==> src/rtl/cache_pkg.sv <==
// Shared cache/memory constants, the bridge state type and block address helpers.
// Imported by the cache controller and by every bridge file.
package cache_pkg;

    localparam int WORD_SIZE        = 32;
    localparam int BLOCK_DATA_WIDTH = 512;
    localparam int BLOCK_OFFSET     = 4;
    localparam int BEATS            = 1 << BLOCK_OFFSET;

    typedef enum logic [1:0] {
        IDLE  = 2'd0,
        WRITE = 2'd1,
        READ  = 2'd2,
        DONE  = 2'd3
    } bridge_state_t;

    // Byte-offset bits covered by one line: word index plus the 2 byte bits.
    localparam logic [WORD_SIZE-1:0] LINE_OFFSET_MASK =
        WORD_SIZE'((1 << (BLOCK_OFFSET + 2)) - 1);

    function automatic logic [WORD_SIZE-1:0] block_base(input logic [WORD_SIZE-1:0] addr);
        return addr & ~LINE_OFFSET_MASK;
    endfunction

    function automatic logic [WORD_SIZE-1:0] beat_addr(input logic [WORD_SIZE-1:0] base,
                                                      input logic [BLOCK_OFFSET-1:0] idx);
        return base + {{(WORD_SIZE - BLOCK_OFFSET - 2){1'b0}}, idx, 2'b00};
    endfunction

endpackage

==> src/rtl/block_assembler.sv <==
// Line-wide register written one word at a time; unwritten words keep their old value,
// so a fill replaces the previous line beat by beat.
module block_assembler
    import cache_pkg::*;
(
    input  logic                        clk,
    input  logic                        rst,
    input  logic                        wr_en,
    input  logic [BLOCK_OFFSET-1:0]     wr_idx,
    input  logic [WORD_SIZE-1:0]        wr_data,
    output logic [BLOCK_DATA_WIDTH-1:0] block
);

    always_ff @(posedge clk) begin
        if (rst) begin
            block <= '0;
        end else if (wr_en) begin
            block[wr_idx*WORD_SIZE +: WORD_SIZE] <= wr_data;
        end
    end

endmodule

==> src/rtl/mem_block_bridge.sv <==
// Splits a whole-line memory request into 16 word beats on a narrow valid/ready bus
// and reassembles fill data, finishing each request with a one-cycle ready pulse.
module mem_block_bridge
    import cache_pkg::*;
(
    input  logic                        clk,
    input  logic                        rst,
    input  logic                        mem_req_enable,
    input  logic                        mem_req_rw,
    input  logic [WORD_SIZE-1:0]        mem_req_addr,
    input  logic [BLOCK_DATA_WIDTH-1:0] mem_req_dataout,
    output logic [BLOCK_DATA_WIDTH-1:0] mem_req_datain,
    output logic                        mem_req_ready,
    output logic                        busy,
    output logic                        bus_valid,
    input  logic                        bus_ready,
    output logic                        bus_rw,
    output logic [WORD_SIZE-1:0]        bus_addr,
    output logic [WORD_SIZE-1:0]        bus_wdata,
    input  logic [WORD_SIZE-1:0]        bus_rdata,
    input  logic                        bus_rvalid
);

    localparam logic [BLOCK_OFFSET:0]   CNT_ONE   = (BLOCK_OFFSET + 1)'(1);
    localparam logic [BLOCK_OFFSET:0]   CNT_LAST  = (BLOCK_OFFSET + 1)'(BEATS - 1);
    localparam logic [BLOCK_OFFSET:0]   CNT_FULL  = (BLOCK_OFFSET + 1)'(BEATS);
    localparam logic [BLOCK_OFFSET-1:0] IDX_ONE   = BLOCK_OFFSET'(1);

    bridge_state_t               state;
    logic                        en_q;
    logic [WORD_SIZE-1:0]        base;
    logic [BLOCK_DATA_WIDTH-1:0] line;
    logic [BLOCK_OFFSET:0]       req_cnt;
    logic [BLOCK_OFFSET:0]       rsp_cnt;
    logic [BLOCK_OFFSET-1:0]     next_idx;
    logic                        accept;
    logic                        beat_fire;
    logic                        rsp_fire;

    assign accept    = (state == IDLE) && mem_req_enable && !en_q;
    assign beat_fire = bus_valid && bus_ready;
    assign rsp_fire  = (state == READ) && bus_rvalid && (rsp_cnt < CNT_FULL);
    assign next_idx  = req_cnt[BLOCK_OFFSET-1:0] + IDX_ONE;

    // Request payload: captured once at acceptance, never reset.
    always_ff @(posedge clk) begin
        if (accept) begin
            base <= block_base(mem_req_addr);
            line <= mem_req_dataout;
        end
    end

    always_ff @(posedge clk) begin
        if (rst) begin
            state         <= IDLE;
            en_q          <= 1'b0;
            req_cnt       <= '0;
            rsp_cnt       <= '0;
            mem_req_ready <= 1'b0;
            busy          <= 1'b0;
            bus_valid     <= 1'b0;
            bus_rw        <= 1'b0;
            bus_addr      <= '0;
            bus_wdata     <= '0;
        end else begin
            // Edge detector tracks the level in every state, so a held enable never re-triggers.
            en_q <= mem_req_enable;

            case (state)
                IDLE: begin
                    if (accept) begin
                        req_cnt   <= '0;
                        rsp_cnt   <= '0;
                        busy      <= 1'b1;
                        bus_valid <= 1'b1;
                        bus_rw    <= mem_req_rw;
                        bus_addr  <= block_base(mem_req_addr);
                        bus_wdata <= mem_req_dataout[WORD_SIZE-1:0];
                        state     <= mem_req_rw ? WRITE : READ;
                    end
                end

                WRITE: begin
                    if (beat_fire) begin
                        req_cnt <= req_cnt + CNT_ONE;
                        if (req_cnt == CNT_LAST) begin
                            bus_valid     <= 1'b0;
                            bus_rw        <= 1'b0;
                            mem_req_ready <= 1'b1;
                            state         <= DONE;
                        end else begin
                            bus_addr  <= beat_addr(base, next_idx);
                            bus_wdata <= line[next_idx*WORD_SIZE +: WORD_SIZE];
                        end
                    end
                end

                READ: begin
                    // Requests and returns advance independently; only the last return ends the fill.
                    if (beat_fire) begin
                        req_cnt <= req_cnt + CNT_ONE;
                        if (req_cnt == CNT_LAST) begin
                            bus_valid <= 1'b0;
                        end else begin
                            bus_addr <= beat_addr(base, next_idx);
                        end
                    end
                    if (rsp_fire) begin
                        rsp_cnt <= rsp_cnt + CNT_ONE;
                        if (rsp_cnt == CNT_LAST) begin
                            mem_req_ready <= 1'b1;
                            state         <= DONE;
                        end
                    end
                end

                DONE: begin
                    mem_req_ready <= 1'b0;
                    busy          <= 1'b0;
                    state         <= IDLE;
                end

                default: state <= IDLE;
            endcase
        end
    end

    block_assembler u_assembler (
        .clk     (clk),
        .rst     (rst),
        .wr_en   (rsp_fire),
        .wr_idx  (rsp_cnt[BLOCK_OFFSET-1:0]),
        .wr_data (bus_rdata),
        .block   (mem_req_datain)
    );

endmodule

==> config.mk <==
export PLATFORM = sky130hd
export DESIGN_NAME = mem_block_bridge
export DESIGN_NICKNAME = d
export VERILOG_FILES = /design/src/rtl/cache_pkg.sv /design/src/rtl/block_assembler.sv /design/src/rtl/mem_block_bridge.sv
export SDC_FILE = /design/constraint.sdc
export NUM_CORES = 2
export LEC_CHECK = 0
export ABC_AREA = 0
export CORE_AREA = 2 2 450 452
export DETAILED_ROUTE_END_ITERATION = 12
export DIE_AREA = 0 0 452 454
export PLACE_DENSITY_LB_ADDON = 0.12
export SYNTH_ARGS = -nofsm -noshare
export SYNTH_HDL_FRONTEND = slang
export SYNTH_SLANG_ARGS = --single-unit
export TNS_END_PERCENT = 50
==> constraint.sdc <==
create_clock -name clk -period 38.4 [get_ports clk]
set_clock_uncertainty 0.15 [all_clocks]
set_input_delay 7.68 -clock clk [delete_from_list [all_inputs] [get_ports clk]]
set_output_delay 7.68 -clock clk [all_outputs]
set_load 0.03 [all_outputs]
* Yosys cells after proc, flatten, opt, wreduce, memory -nomap -nowiden
Index checks and enable logic that the tools add are counted.
Storage, ports and cells: register bits 1131, input bits 582, output and inout bits 580, logic and storage cells 91
Cells by class: add/subtract/negate cells 5, magnitude comparators 1, equal/unequal tests 14, shifts and indexed selects 3, multiplexer cells 33, reduce and logical (&&, ||, !) cells 22
Operators by type and width (number):
- 512-bit bitwise mux | 1
- 32-bit by 34-bit variable shift with 512-bit output (first input constant) | 1
- 32-bit by 34-bit variable part select with 512-bit output | 1
- 512-bit by 10-bit variable part select with 32-bit output | 1
- 32-bit two-way mux | 6
- 32-bit case mux with 2 select lines | 2
- 9-bit negation with 34-bit output | 1
- 32-bit by 6-bit adder with 32-bit output | 1
- 5-bit case mux with 2 select lines | 2
- 4-bit AND reduction | 4
- 5-bit two-way mux | 3
- 2-bit two-way mux | 6
- 2-bit inequality test (second input constant) | 6
- 5-bit by 1-bit adder with 5-bit output (second input constant) | 2
- 5-bit by 4-bit == test with 1-bit output (second input constant) | 2
- 5-bit AND reduction | 2
- 1-bit two-way mux | 8
- 2-bit case mux with 4 select lines | 1
- 2-bit nonzero test | 4
- 2-bit by 1-bit inequality test with 1-bit output (second input constant) | 3
- 1-bit case mux with 2 select lines | 3
- 3-bit AND reduction | 2
- 1-bit logical AND | 5
- 5-bit less-than comparator (second input constant) | 1
- other kinds (9) | 10

* Longest topological paths before layout
depth after elaboration 5, depth in mapped cells 11, gate-level depth less buffers 8

* Hierarchy
From an unflattened synthesis, not the netlist that was laid out.
Unflattened totals: cell total of the unflattened synthesis 3354, area, all modules 44096.0 um2
Modules (own cells, without submodules):
- mem_block_bridge | times used 1, cells each 1171, area an instance 23646.4 um2, sequential area each 17737.0 um2
- block_assembler | times used 1, cells each 2183, area an instance 20449.6 um2, sequential area each 10249.8 um2

* Worst setup path before layout
No wires, ideal clock.
path type input port to flip-flop, start input port mem_req_enable, end register bus_addr[2], setup time 0.129 ns, arrival 19.822 ns, data required time 38.121 ns, slack 18.300 ns, stages 5, path buffers 0, path through nand3b_1 inv_1 a2bb2oi_1 a22oi_1 nor2_1
Between the ends: cells in the longest elaborated chain, start to end 4
Ends and longest elaborated chain:
- start: declaration | line mem_block_bridge.sv:8 | input logic mem_req_enable,
- 1-bit logical AND (2 in series) | line mem_block_bridge.sv:40 | assign accept = (state == IDLE) && mem_req_enable && !en_q;
- net accept | line mem_block_bridge.sv:36 | logic accept;
- 2-bit inequality test (no source line)
- 4-bit AND reduction (no source line)
- end signal: assignment | line mem_block_bridge.sv:77 | bus_addr <= block_base(mem_req_addr);
- end signal: assignment | line mem_block_bridge.sv:92 | bus_addr <= beat_addr(base, next_idx);
- end signal: assignment | line mem_block_bridge.sv:105 | bus_addr <= beat_addr(base, next_idx);
- end: declaration | line mem_block_bridge.sv:18 | output logic [WORD_SIZE-1:0] bus_addr,
The timed path passes the listed nets, and every way through them passes these cells. A chain may end at the register's enable or synchronous reset.

* Final worst setup path
start input port mem_req_enable, end register line[46] (enable)
Between the ends: cells in the longest elaborated chain, start to end 2
Ends and longest elaborated chain:
- 1-bit logical AND (2 in series) | line mem_block_bridge.sv:40
- net accept | line mem_block_bridge.sv:36
- end signal: assignment | line mem_block_bridge.sv:49 | line <= mem_req_dataout;
- end: declaration | line mem_block_bridge.sv:32 | logic [BLOCK_DATA_WIDTH-1:0] line;
The timed path passes the listed nets, and every way through them passes these cells.

==> results.md <==
- Status: finished, final reports clean
- Peak Freq: about 89 MHz
- CP startpoint kind: primary input
- Period utilization: between 20% and 30%
- CTS Buffer Depth: 3
- 1st-iter DRT viols: about 2700
- Synth Cell Area: ~0.043 mm^2
- Commonest non-fill, non-tap cell in the layout: clkdlybuf4s50_1
- Clk root buf: clkbuf_16
- Yosys warning total: 0
- Fin. max-slew vios: 0
- Vias in the first global route: 32200
- Sequential area share after synthesis: 65.4%
- Final setup fails: 0
- Slowest Stage Delay on Critical Path: between 0.8 and 0.9 ns
- # IOs: 1162
- Vias per cell: around 4.4
- Die W: ~450 um
- CTS tree: done
- Cts hold-fix bufs: 0
- Core area: between 0.2 and 0.25 mm^2
- Antenna Nets Post-Route: 0
- Cell variety after synth: 54
- Layout cells sized above 1: 11.2%
- Global-route wire length before repair: 269 mm
- Tmin final: roughly 11 ns
- Total number of vias: roughly 33000
- Synthesis-to-finish area growth: 43.5%
- Cell count after synthesis: between 3000 and 4000
- DP HPWL: 136 mm
- Worst Hold Class: flip-flop to flip-flop
- Post-synthesis register bit count: about 1100
- Critical R2R Launch: state[0]
- CP Max Fanout: about 190
- Max Cap Violations: 0
- Most frequent cells in the layout: 1150 x clkdlybuf4s50_1, 713 x nand2_1, 589 x dfxtp_1
- Hold slack: ~0.3 ns
- Setup crit end kind: flip-flop
- Worst hold path cell count: 2
- Pwr/cell area: about 54 mW/mm^2
- Crit path arrival time: 11.48 ns
- Total power: about 3.3 mW
- Final worst slack: ~27 ns
- Worst hold path endpoint: u_assembler.block[147]
- Least-Margin Pin Slew: 1.37 ns
- Post-route setup TNS: 0 ns
- Pre-CTS setup slack: roughly 26 ns
- R2R Setup Slk: about 34 ns
- Hold path start: u_assembler.block[147]
- Met1 WL: about 76 mm
- Routed WL: just under 200 mm
- Clk_lat worst skew: 0.79 ns
- Nets: ~5200
- Dpl cells: between 7000 and 8000
- # rows: approximately 170
- # Post-CTS Setup Buffers: 0
- Residual DRC: 0
- Htree depth: 4
- Starting Density: between 20% and 30%
- Pin count of the biggest net entering global routing: approximately 190
- Chip height: 454 um
- Critical path's slowest cell: buf_4
- Final Non-Filler Cells: 7395
- Syn Area/Cell: between 10 and 15 um^2
- GRT Resource Usage Total: around a fifth
- Relative slew slack: 8.54%
- Fin. Hold Viols: 0
- Leak: between 15 and 20 nW
- Met2 Wirelength: 100 mm
- EDFF count, synth: around 540
- CP Class: primary input to flip-flop
- Critical path cell sequence: clkdlybuf4s50_1 > nand3b_1 > inv_8 > buf_12 > buf_4
- Critical path required time: ~39 ns
- Highest metal used: met5
- Routed wire length per instance: roughly 27 um
- FF-to-FF End: line[46]
- RSZ-0062 raised after global routing: false
- R2R depth: 6
- Total CTS buffers: 140
- Clock Pin Slew Worst Setup and Hold Paths: roughly 0.06 ns
- TritonRoute pass-1 iters: 9
- Initial antenna violation count: 74
- IO Port Bufs: 1153
- Placer Congestion: 0.773
- Met3 routed WL: 15.5 mm
- CTS sink count: 1129
- Worst IR drop on VDD: 0.0385 mV
- Post-CTS resize count: 0
- Die ar.: about 0.21 mm^2
- Asr flop ratio synth: 0%
- Fillcell total: just over 20000
- Main synth FF type: dfxtp_1
- GRT overflow: 0
state kept, by name (all words and copies together) (netlist names):
name and count:
mem_req_ready 1, rsp_cnt 5, bus_rw 1, bus_valid 1, bus_addr 30, bus_wdata 32, line 512, req_cnt 5
state 2, busy 1, u_assembler.block 512, en_q 1, base 26
where the power goes:
group	total (mW)	switching (mW)	internal [mW]	leakage [nW]
clock	1.27	0.551	0.721	2.11
sequential	1.46	0.0436	1.41	9.83
combinational	0.611	0.382	0.229	7.40
cell families (layout without fill, tap and decap cells):
kind of cell | Yosys count | after routing | synth area share (%)
AO/OA/AOI/OAI | 604 | 604 | 7.95
XOR/XNOR | 6 | 6 | 0.123
adder cells (fa/ha/maj) | 10 | 10 | 0.293
buffers and inverters | 379 | 1504 | 3.59
flip-flops | 1129 | 1129 | 65.4
multiplexers | 252 | 252 | 9.83
other | 1 | 15 | 0.00877
AND/OR/NAND/NOR | 1203 | 1203 | 12.8
layer usage:
metal / track usage, % / up-vias
li1: - / 15100
met1: 21.4 / 16100
met2: 32.7 / 1192
met3: 6.02 / 336
met4: 5.83 / 82
met5: 0 / -
worst max path at each step:
stage                   start     endpoint  slack [ns]  cells past startpoint
2_1_floorplan  mem_req_enable  bus_addr[2]       18.30                      5
3_3_place_gp   mem_req_enable    line[110]       26.41                      5
3_5_place_dp   mem_req_enable     line[46]       26.41                      5
4_1_cts        mem_req_enable     line[17]       27.30                      5
5_1_grt        mem_req_enable    line[367]       27.07                      5
6_report       mem_req_enable     line[46]       27.17                      5
Yosys cell counts (3+ instances only):
| library cell | instances | share of area, % |
|---|---|---|
| nand2_1 | 713 | 6.3 |
| dfxtp_1 | 591 | 28 |
| edfxtp_1 | 538 | 38 |
| a21oi_1 | 484 | 5.7 |
| clkbuf_1 | 287 | 2.5 |
| nand4_1 | 252 | 3.7 |
| mux4_2 | 128 | 6.7 |
| nor2_1 | 119 | 1.0 |
| mux2_2 | 65 | 1.7 |
| a211oi_1 | 62 | 1.1 |
| mux2i_1 | 59 | 1.4 |
| buf_2 | 43 | 0.50 |
| a222oi_1 | 32 | 0.75 |
| buf_1 | 25 | 0.22 |
| nand3_1 | 23 | 0.27 |
| or2_1 | 19 | 0.28 |
| or2_2 | 18 | 0.26 |
| inv_1 | 13 | 0.11 |
| ha_1 | 10 | 0.29 |
| nor3_1 | 10 | 0.12 |
| nand2b_1 | 9 | 0.13 |
| a22oi_1 | 8 | 0.14 |
| or3_1 | 7 | 0.10 |
| and3_1 | 6 | 0.088 |
| buf_6 | 6 | 0.16 |
| nand3b_1 | 5 | 0.088 |
| nor2b_1 | 5 | 0.073 |
| o21ai_0 | 5 | 0.059 |
| xor2_1 | 4 | 0.082 |
| a2bb2oi_1 | 3 | 0.061 |
| buf_4 | 3 | 0.053 |
worst max-delay path, delay by kind of cell:
kind / cells / cell delay [ns]
buf+inv: 4 / 2.74
simple gates: 1 / 0.46
per-stage QoR:
stage / instance area, um^2 / util [%]
2_1_floorplan: 42800 / -
3_3_place_gp: 57000 / 28.4
3_5_place_dp: 57000 / 28.4
4_1_cts: 61400 / 30.5
5_1_grt: 61400 / 30.5
6_report: 61400 / 30.6
layout make-up:
type                            instances  area [um^2]  area share, %
Multi-Input combinational cell       2077        13400           21.8
Tap cell                             2672         3340           5.45
Clock buffer                          204         3940           6.41
Sequential cell                      1129        28000           45.6
Clock inverter                         45          378          0.616
Antenna cell                           13         32.5         0.0530
Timing Repair Buffer                 1241        12200           20.0
Inverter                               14         60.1         0.0978
No activity file was read; power rests on OpenSTA's default activity.
